--- config.mk ---
export PLATFORM = sky130hd
export DESIGN_NAME = queen_controller
export DESIGN_NICKNAME = d
export VERILOG_FILES = /design/src/rtl/queen_controller.sv
export SDC_FILE = /design/constraint.sdc
export NUM_CORES = 1
export LEC_CHECK = 0
export BUFFER_PORTS_ARGS = -buffer_cell sky130_fd_sc_hd__buf_2
export CORE_MARGIN = 4
export CORE_UTILIZATION = 45
export DETAILED_ROUTE_END_ITERATION = 12
export PLACE_DENSITY = 0.68
export SKIP_CTS_REPAIR_TIMING = 1
export SYNTH_ARGS = -nofsm -noshare
export SYNTH_HDL_FRONTEND = slang
export SYNTH_SLANG_ARGS = --single-unit
--- constraint.sdc ---
create_clock -name clk -period 1.9 [get_ports clk]
set_input_delay 0.38 -clock clk [delete_from_list [all_inputs] [get_ports clk]]
set_output_delay 0.38 -clock clk [all_outputs]
set_load 0.03 [all_outputs]
--- src/rtl/queen_controller.sv ---
`default_nettype none
// ============================================================================
//  Module   : queen_controller
//  Purpose  : Control FSM for the stacked 8-queen solver datapath. Sequences
//             the backtracking search (push/scan/place/pop), reads the
//             solution out row 7 down to row 0 and owns the start/ready/done
//             handshake plus a sticky error flag.
//  Options  : ALL_SOLUTIONS_EN - keep searching after each solution, pulse
//             sol_valid per solution, count them in sol_count; done only
//             pulses once the search space is exhausted.
//  Revision : 1.0  initial release
// ============================================================================
module queen_controller #(
   parameter int OUT_HOLD       = 1,
   parameter int STACK_WAIT_MAX = 15
) (
   input  logic       clk,
   input  logic       reset,
   input  logic       start,
   input  logic       cout,
   input  logic       down_counter_zero,
   input  logic       row_zero,
   input  logic       last_column,
   input  logic       safe,
   input  logic       stack_ready,
   input  logic       underflow,
   output logic       enable_output,
   output logic       register_load,
   output logic       count,
   output logic       load_counter,
   output logic       push,
   output logic       pop,
   output logic       increament_row,
   output logic       increament_column,
   output logic       load_updated_position,
   output logic       reset_column,
   output logic       reset_to_seven,
`ifdef ALL_SOLUTIONS_EN
   output logic       sol_valid,
   output logic [6:0] sol_count,
`endif
   output logic       ready,
   output logic       done,
   output logic       error
);

   localparam logic [3:0] c_IDLE    = 4'd0;
   localparam logic [3:0] c_PUSH0   = 4'd1;
   localparam logic [3:0] c_WAITS   = 4'd2;
   localparam logic [3:0] c_SCAN0   = 4'd3;
   localparam logic [3:0] c_SCAN    = 4'd4;
   localparam logic [3:0] c_PLACE   = 4'd5;
   localparam logic [3:0] c_ADVROW  = 4'd6;
   localparam logic [3:0] c_NEXTCOL = 4'd7;
   localparam logic [3:0] c_POP     = 4'd8;
   localparam logic [3:0] c_POPW    = 4'd9;
   localparam logic [3:0] c_RDLOAD  = 4'd10;
   localparam logic [3:0] c_READ    = 4'd11;
   localparam logic [3:0] c_FIN     = 4'd12;
   localparam logic [3:0] c_EXHAUST = 4'd13;
   localparam logic [3:0] c_ERROR   = 4'd14;

   localparam int                 c_WAIT_W    = (STACK_WAIT_MAX > 1) ? $clog2(STACK_WAIT_MAX) : 1;
   localparam logic [c_WAIT_W-1:0] c_WAIT_LAST = c_WAIT_W'(STACK_WAIT_MAX - 1);
   localparam logic [3:0]          c_HOLD_LAST = 4'(OUT_HOLD - 1);

   logic [3:0]          r_state;
   logic [3:0]          w_next;
   logic [c_WAIT_W-1:0] r_wait;
   logic [3:0]          r_hold;
   logic                r_repl;   // pop in flight belongs to a column replace (re-push after it)
   logic                r_error;
   logic                w_in_wait;
   logic                w_timeout;

   assign w_in_wait = (r_state == c_WAITS) || (r_state == c_POPW);
   assign w_timeout = w_in_wait && !stack_ready && (r_wait == c_WAIT_LAST);
   assign error     = r_error;

`ifdef ALL_SOLUTIONS_EN
   logic [6:0] r_sol_count;
   assign sol_count = r_sol_count;
`endif

   // State register, stack-wait timer, readout hold timer and sticky error
   always_ff @(posedge clk) begin
      if (!reset) begin
         r_state <= c_IDLE;
         r_wait  <= '0;
         r_hold  <= '0;
         r_repl  <= 1'b0;
         r_error <= 1'b0;
`ifdef ALL_SOLUTIONS_EN
         r_sol_count <= '0;
`endif
      end else begin
         r_state <= w_next;
         r_wait  <= (w_in_wait && !stack_ready) ? r_wait + 1'b1 : '0;
         r_hold  <= (r_state == c_READ && r_hold != c_HOLD_LAST) ? r_hold + 1'b1 : '0;
         if (r_state == c_NEXTCOL)
            r_repl <= !last_column;
         if (w_next == c_ERROR)
            r_error <= 1'b1;
         else if (r_state == c_IDLE && start)
            r_error <= 1'b0;
`ifdef ALL_SOLUTIONS_EN
         if (r_state == c_IDLE && start)
            r_sol_count <= '0;
         else if (r_state == c_FIN && r_sol_count != 7'd127)
            r_sol_count <= r_sol_count + 7'd1;
`endif
      end
   end

   // Next-state decode and per-state datapath strobes (all default low)
   always_comb begin
      w_next                = r_state;
      enable_output         = 1'b0;
      register_load         = 1'b0;
      count                 = 1'b0;
      load_counter          = 1'b0;
      push                  = 1'b0;
      pop                   = 1'b0;
      increament_row        = 1'b0;
      increament_column     = 1'b0;
      load_updated_position = 1'b0;
      reset_column          = 1'b0;
      reset_to_seven        = 1'b0;
      ready                 = 1'b0;
      done                  = 1'b0;
`ifdef ALL_SOLUTIONS_EN
      sol_valid             = 1'b0;
`endif
      case (r_state)
         c_IDLE: begin
            ready = 1'b1;
            if (start) w_next = c_PUSH0;
         end
         c_PUSH0: begin
            push   = 1'b1;
            w_next = c_WAITS;
         end
         c_WAITS: begin
            if (stack_ready)    w_next = c_SCAN0;
            else if (w_timeout) w_next = c_ERROR;
         end
         c_SCAN0: begin
            if (row_zero) w_next = c_PLACE;
            else begin
               load_counter = 1'b1;
               w_next       = c_SCAN;
            end
         end
         c_SCAN: begin
            if (!safe)                  w_next = c_NEXTCOL;
            else if (down_counter_zero) w_next = c_PLACE;
            else                        count  = 1'b1;
         end
         c_PLACE: begin
            register_load  = 1'b1;
            increament_row = 1'b1;
            if (cout) w_next = c_RDLOAD;
            else begin
               load_updated_position = 1'b1;
               reset_column          = 1'b1;
               w_next                = c_ADVROW;
            end
         end
         c_ADVROW: begin
            push   = 1'b1;
            w_next = c_WAITS;
         end
         c_NEXTCOL: begin
            if (last_column) begin
               w_next = row_zero ? c_EXHAUST : c_POP;
            end else begin
               load_updated_position = 1'b1;
               increament_column     = 1'b1;
               w_next                = c_POP;
            end
         end
         c_POP: begin
            pop    = 1'b1;
            w_next = c_POPW;
         end
         c_POPW: begin
            if (underflow)      w_next = c_ERROR;
            else if (stack_ready) w_next = r_repl ? c_ADVROW : c_NEXTCOL;
            else if (w_timeout) w_next = c_ERROR;
         end
         c_RDLOAD: begin
            load_counter   = 1'b1;
            reset_to_seven = 1'b1;
            w_next         = c_READ;
         end
         c_READ: begin
            enable_output = 1'b1;
            if (r_hold == c_HOLD_LAST) begin
               if (down_counter_zero) w_next = c_FIN;
               else                   count  = 1'b1;
            end
         end
         c_FIN: begin
`ifdef ALL_SOLUTIONS_EN
            sol_valid = 1'b1;
            w_next    = c_NEXTCOL;
`else
            done      = 1'b1;
            w_next    = c_IDLE;
`endif
         end
         c_EXHAUST: begin
            done   = 1'b1;
            w_next = c_IDLE;
         end
         c_ERROR: begin
            done   = 1'b1;
            w_next = c_IDLE;
         end
         default: w_next = c_IDLE;
      endcase
   end

endmodule
`default_nettype wire

---- Word level (Yosys, flattened, before mapping) ----
Index checks and enable logic that the tools add are counted.
word-level totals
  register bits ........................... 14
  input port bits ......................... 10
  output and inout port bits .............. 14
  word-level logic and storage cells ...... 73
cells by class
  add/subtract/negate cells ............... 2
  eq/ne operators ......................... 16
  mux-type cells .......................... 35
  reductions and logical operators ........ 15
operator list
  cell                   number
  $pmux W4 S11           1
  $mux W4                10
  $eq A4 B4 Y1 const B   9
  $mux W1                19
  $eq A4 B3 Y1 const B   4
  $add A4 B1 Y4 const B  2
  $eq A4 B2 Y1 const B   2
  $logic_not A4 Y1       2
  $mux W3                2
  $pmux W1 S2            3
  $eq A4 B1 Y1 const B   1
  $logic_and A1 B1 Y1    4
  $reduce_and A2 Y1      2
  $reduce_bool A4 Y1     1
  $reduce_or A3 Y1       1
  $logic_not A1 Y1       2
  $reduce_bool A2 Y1     1
  $reduce_or A2 Y1       1
  $logic_or A1 B1 Y1     1

---- Depth between registers and ports, before layout ----
  depth in word-level cells ............... 10
  gate-level depth with buffers ........... 7
  mapped depth without buffers ............ 7

---- Least setup slack after synthesis ----
OpenSTA, ideal clock, no wires.
  kind .................................... register to output
  start point ............................. register r_state[0]
  end point ............................... output load_updated_position
  arrival ................................. 1.773 ns
  data required time ...................... 1.520 ns
  path slack .............................. -0.253 ns
  stages on the path, launching flop included .. 6
  buffers on the path ..................... 2
  cell sequence ........................... dfxtp_1 buf_4 buf_6 nand2_1 nor3_1 or2_2
on the way
  cells in the longest elaborated chain, start to end .. 2
  elaborated cells between the ends (all ways) .. 3
  classes of those cells .................. eq/ne (2); mux (1)
ends and longest elaborated chain
  item                    line  RTL
  from (decl)             67    logic [3:0] r_state;
  from (signal assigned)  88    r_state <= c_IDLE;
  from (signal assigned)  97    r_state <= w_next;
  $eq A4 B3 Y1            134   case (r_state)
  $pmux W1 S2 *           134
  to (decl)               35    output logic load_updated_position,
Every way passes the cells marked *; elsewhere a longest branch is shown, timed or not.

---- Worst setup path in the final report ----
  start point ............................. register r_state[0]
  end point ............................... output count
on the way
  cells in the longest elaborated chain, start to end .. 2
  elaborated cells between the ends (all ways) .. 3
  classes of those cells .................. eq/ne (2); mux (1)
ends and longest elaborated chain
  item                                          line  RTL
  $eq A4 B4 Y1 or $eq A4 B3 Y1 (tied branches)  134
  $pmux W1 S2 *                                 134
  to (decl)                                     29    output logic count,
Marks and branches as above.

==> flow_summary.toml <==
[status]
status = "completed"

[clock_tree]
cts.sinks = 14
max-clock-path-buffers = 2
clk_latency_ns = 0.27
cts.htree.levels = 1
cts_made_buffers = 3
cts_tree = "yes"
clk_pin_slew_ns = 0.08
cts_root_buffer = "clkbuf_4"

[global_routing]
grt_pass1_wl_um = 4140
grt_max_degree = 14
grt-ovfl-total = 0
antenna_found_initial = 0
grt_pass1_vias = 1002
grt_usage_pct = 16.4

[floorplanning]
ios = 24
dieArea_um2 = 3060
die_w_um = 55.3
design.core.area_um2 = 2040
num_rows = 16
start_util_pct = 49.4
fp.dieH_um = 55.3

[placement]
portBuffers = 23
place_congestion = 0.900
hpwlAfterDp_um = 1900
dpl.cell_count = 179

[timing]
fin_crit_ns = 1.82
slew_headroom_pct = 78.9
fmax_ghz = 0.551
skew_ns = 0.00144
worst_pin_slew_ns = 0.314
holdWs_ns = 0.410
maxSlewViolCount = 0
finalHoldViolations = 0
finalCritPeriodShare_pct = 95.6
setup-violations-final = 0

[run]
drv_cap = 0

[critical_path]
crit_path_start_kind = "flop"
r2r_start = "r_wait[0]"
max_stage_delay_ns = 0.37
crit_buf_inv = 2
cp_slowest_cell = "dfxtp_4"
path_max_fanout = 9
critPathKind = "flop to output pin"
crit_path_end_kind = "output pin"
reg2reg_to = "error"
worstRegToRegCells = 7
critPathRequiredTime_ns = 1.52
critPathTopFamily = "flip-flops"
path_cells = "buf_4 -> and4b_2 -> a22oi_1 -> nor2_1 -> buf_2"
arrival_ns = 1.44
r2r_setup_slack_ns = 0.25

[finish]
fin_cells = 184
layout.nets = 173
syn_to_final_growth_pct = 20.5
fillers = 210
antenna_cells = 0
layout-drive-gt1-share_pct = 36.3

[logic_synthesis]
ys_seq_elements = 14
synth.distinct_cells = 40
ys_seq_area_share_pct = 27.8
synth.avg_cell_area_um2 = 7.82
synthArstFlopShare_pct = 0
yosysTopAreaCellShare_pct = 27.8
synth_warnings = 0
yosysTopAreaCell = "dfxtp_1"
syn_area_um2 = 1010
synth_edf_count = 0
syn_inst = 129
synth_area_leaders = "dfxtp_1 (28%), nor2_1 (7.4%), ha_1 (5.0%)"
syn-num-nets = 143
synthFlopType = "dfxtp_1"

[min_path]
whs_endpoint = "r_repl"
worstHoldPathType = "input port to flop"
worstHoldPathCells = 2
hold_start = "reset"

[pwr]
p_total_mw = 1.17
ir_drop_uv = 626
leakage_nw = 0.534
powerDensity_nw_per_um2 = 961

[route]
vias = 1043
routed_wl_um = 2470
viasPerCell = 5.67
wl_per_cell_um = 13.4
dr.pass1.iters = 4
drtAntennaViolNets = 0
drcViolationCount = 0
drt_iter0_markers = 24
==> synth_stat cells (all sizes together) (3+ instances only) <==
master  instances
a21oi           6
a31oi           5
and3            3
buf             7
dfxtp          14
ha              4
inv             9
nand2           8
nand3           9
nor2           20
nor3            5
o21ai           8
or2             3
==> sequential cells by signal, summed over array words and instances, names as in the netlist <==
signal / flops
r_hold: 4
r_repl: 1
r_wait: 4
r_state: 4
error: 1
==> stage by stage <==
step                      setup WS (ns)  utilization, %  area, µm²  TNS (ns)
after CTS                        -0.132            57.5       1170    -0.476
after detailed placement          0.164            56.4       1150         0
after global routing            -0.0148            59.5       1210   -0.0148
after floorplan                  0.0589               -       1020         0
final                            0.0843            59.5       1210         0
after global placement            0.230            56.4       1150         0
==> cell type report <==
cell class | instances | area (µm²) | area share, %
Clock buffer | 3 | 22.5 | 1.85
Inverter | 9 | 37.5 | 3.09
Multi-Input combinational cell | 99 | 649 | 53.4
Sequential cell | 14 | 289 | 23.8
Tap cell | 27 | 33.8 | 2.78
Timing Repair Buffer | 32 | 183 | 15.0
==> where the power goes <==
part | switching (mW) | internal, mW | total, mW
Clock | 0.0900 | 0.0734 | 0.163
Sequential | 0.0635 | 0.330 | 0.393
Combinational | 0.362 | 0.249 | 0.611
Total | 0.516 | 0.652 | 1.17
==> cells in the final DEF (no fill, tap or decap), drive strengths merged, types with 3 or more instances in the layout <==
cell	instances
buf	32
nor2	20
dfxtp	14
nand3	9
nand2	8
inv	8
o21ai	8
a21oi	6
a31oi	5
nor3	5
ha	4
and3	3
clkbuf	3
or2	3
==> layer usage <==
metal	track usage, %	routed length (µm)	vias up
met2	27.4	1200	30
met1	18.4	1070	497
li1	-	-	512
met4	8.68	28	0
met3	5.13	169	4
met5	0	0	-
==> worst max path at each step <==
| stage | cells past startpoint | slack (ns) | from | end |
|---|---|---|---|---|
| after global placement | 4 | 0.23 | r_state[0] | load_updated_position |
| after CTS | 4 | -0.13 | r_state[0] | load_updated_position |
| after detailed placement | 4 | 0.16 | r_state[0] | load_updated_position |
| final | 5 | 0.08 | r_state[0] | count |
| after global routing | 6 | -0.01 | r_hold[0] | count |
| after floorplan | 5 | 0.06 | r_state[0] | load_updated_position |
==> cells by family (layout without fill, tap and decap cells) <==
logic type	count (synthesis)	after routing	share of synthesized area, %
buffers and inverters	16	44	10.0
AOI/OAI and AO/OA	30	30	21.3
xor gates and xnor gates	4	4	3.47
DFF	14	14	27.8
adders and majority gates	4	4	4.96
and+or+nand+nor	61	61	32.4
Note: power is estimated with default switching activity, not from simulation.
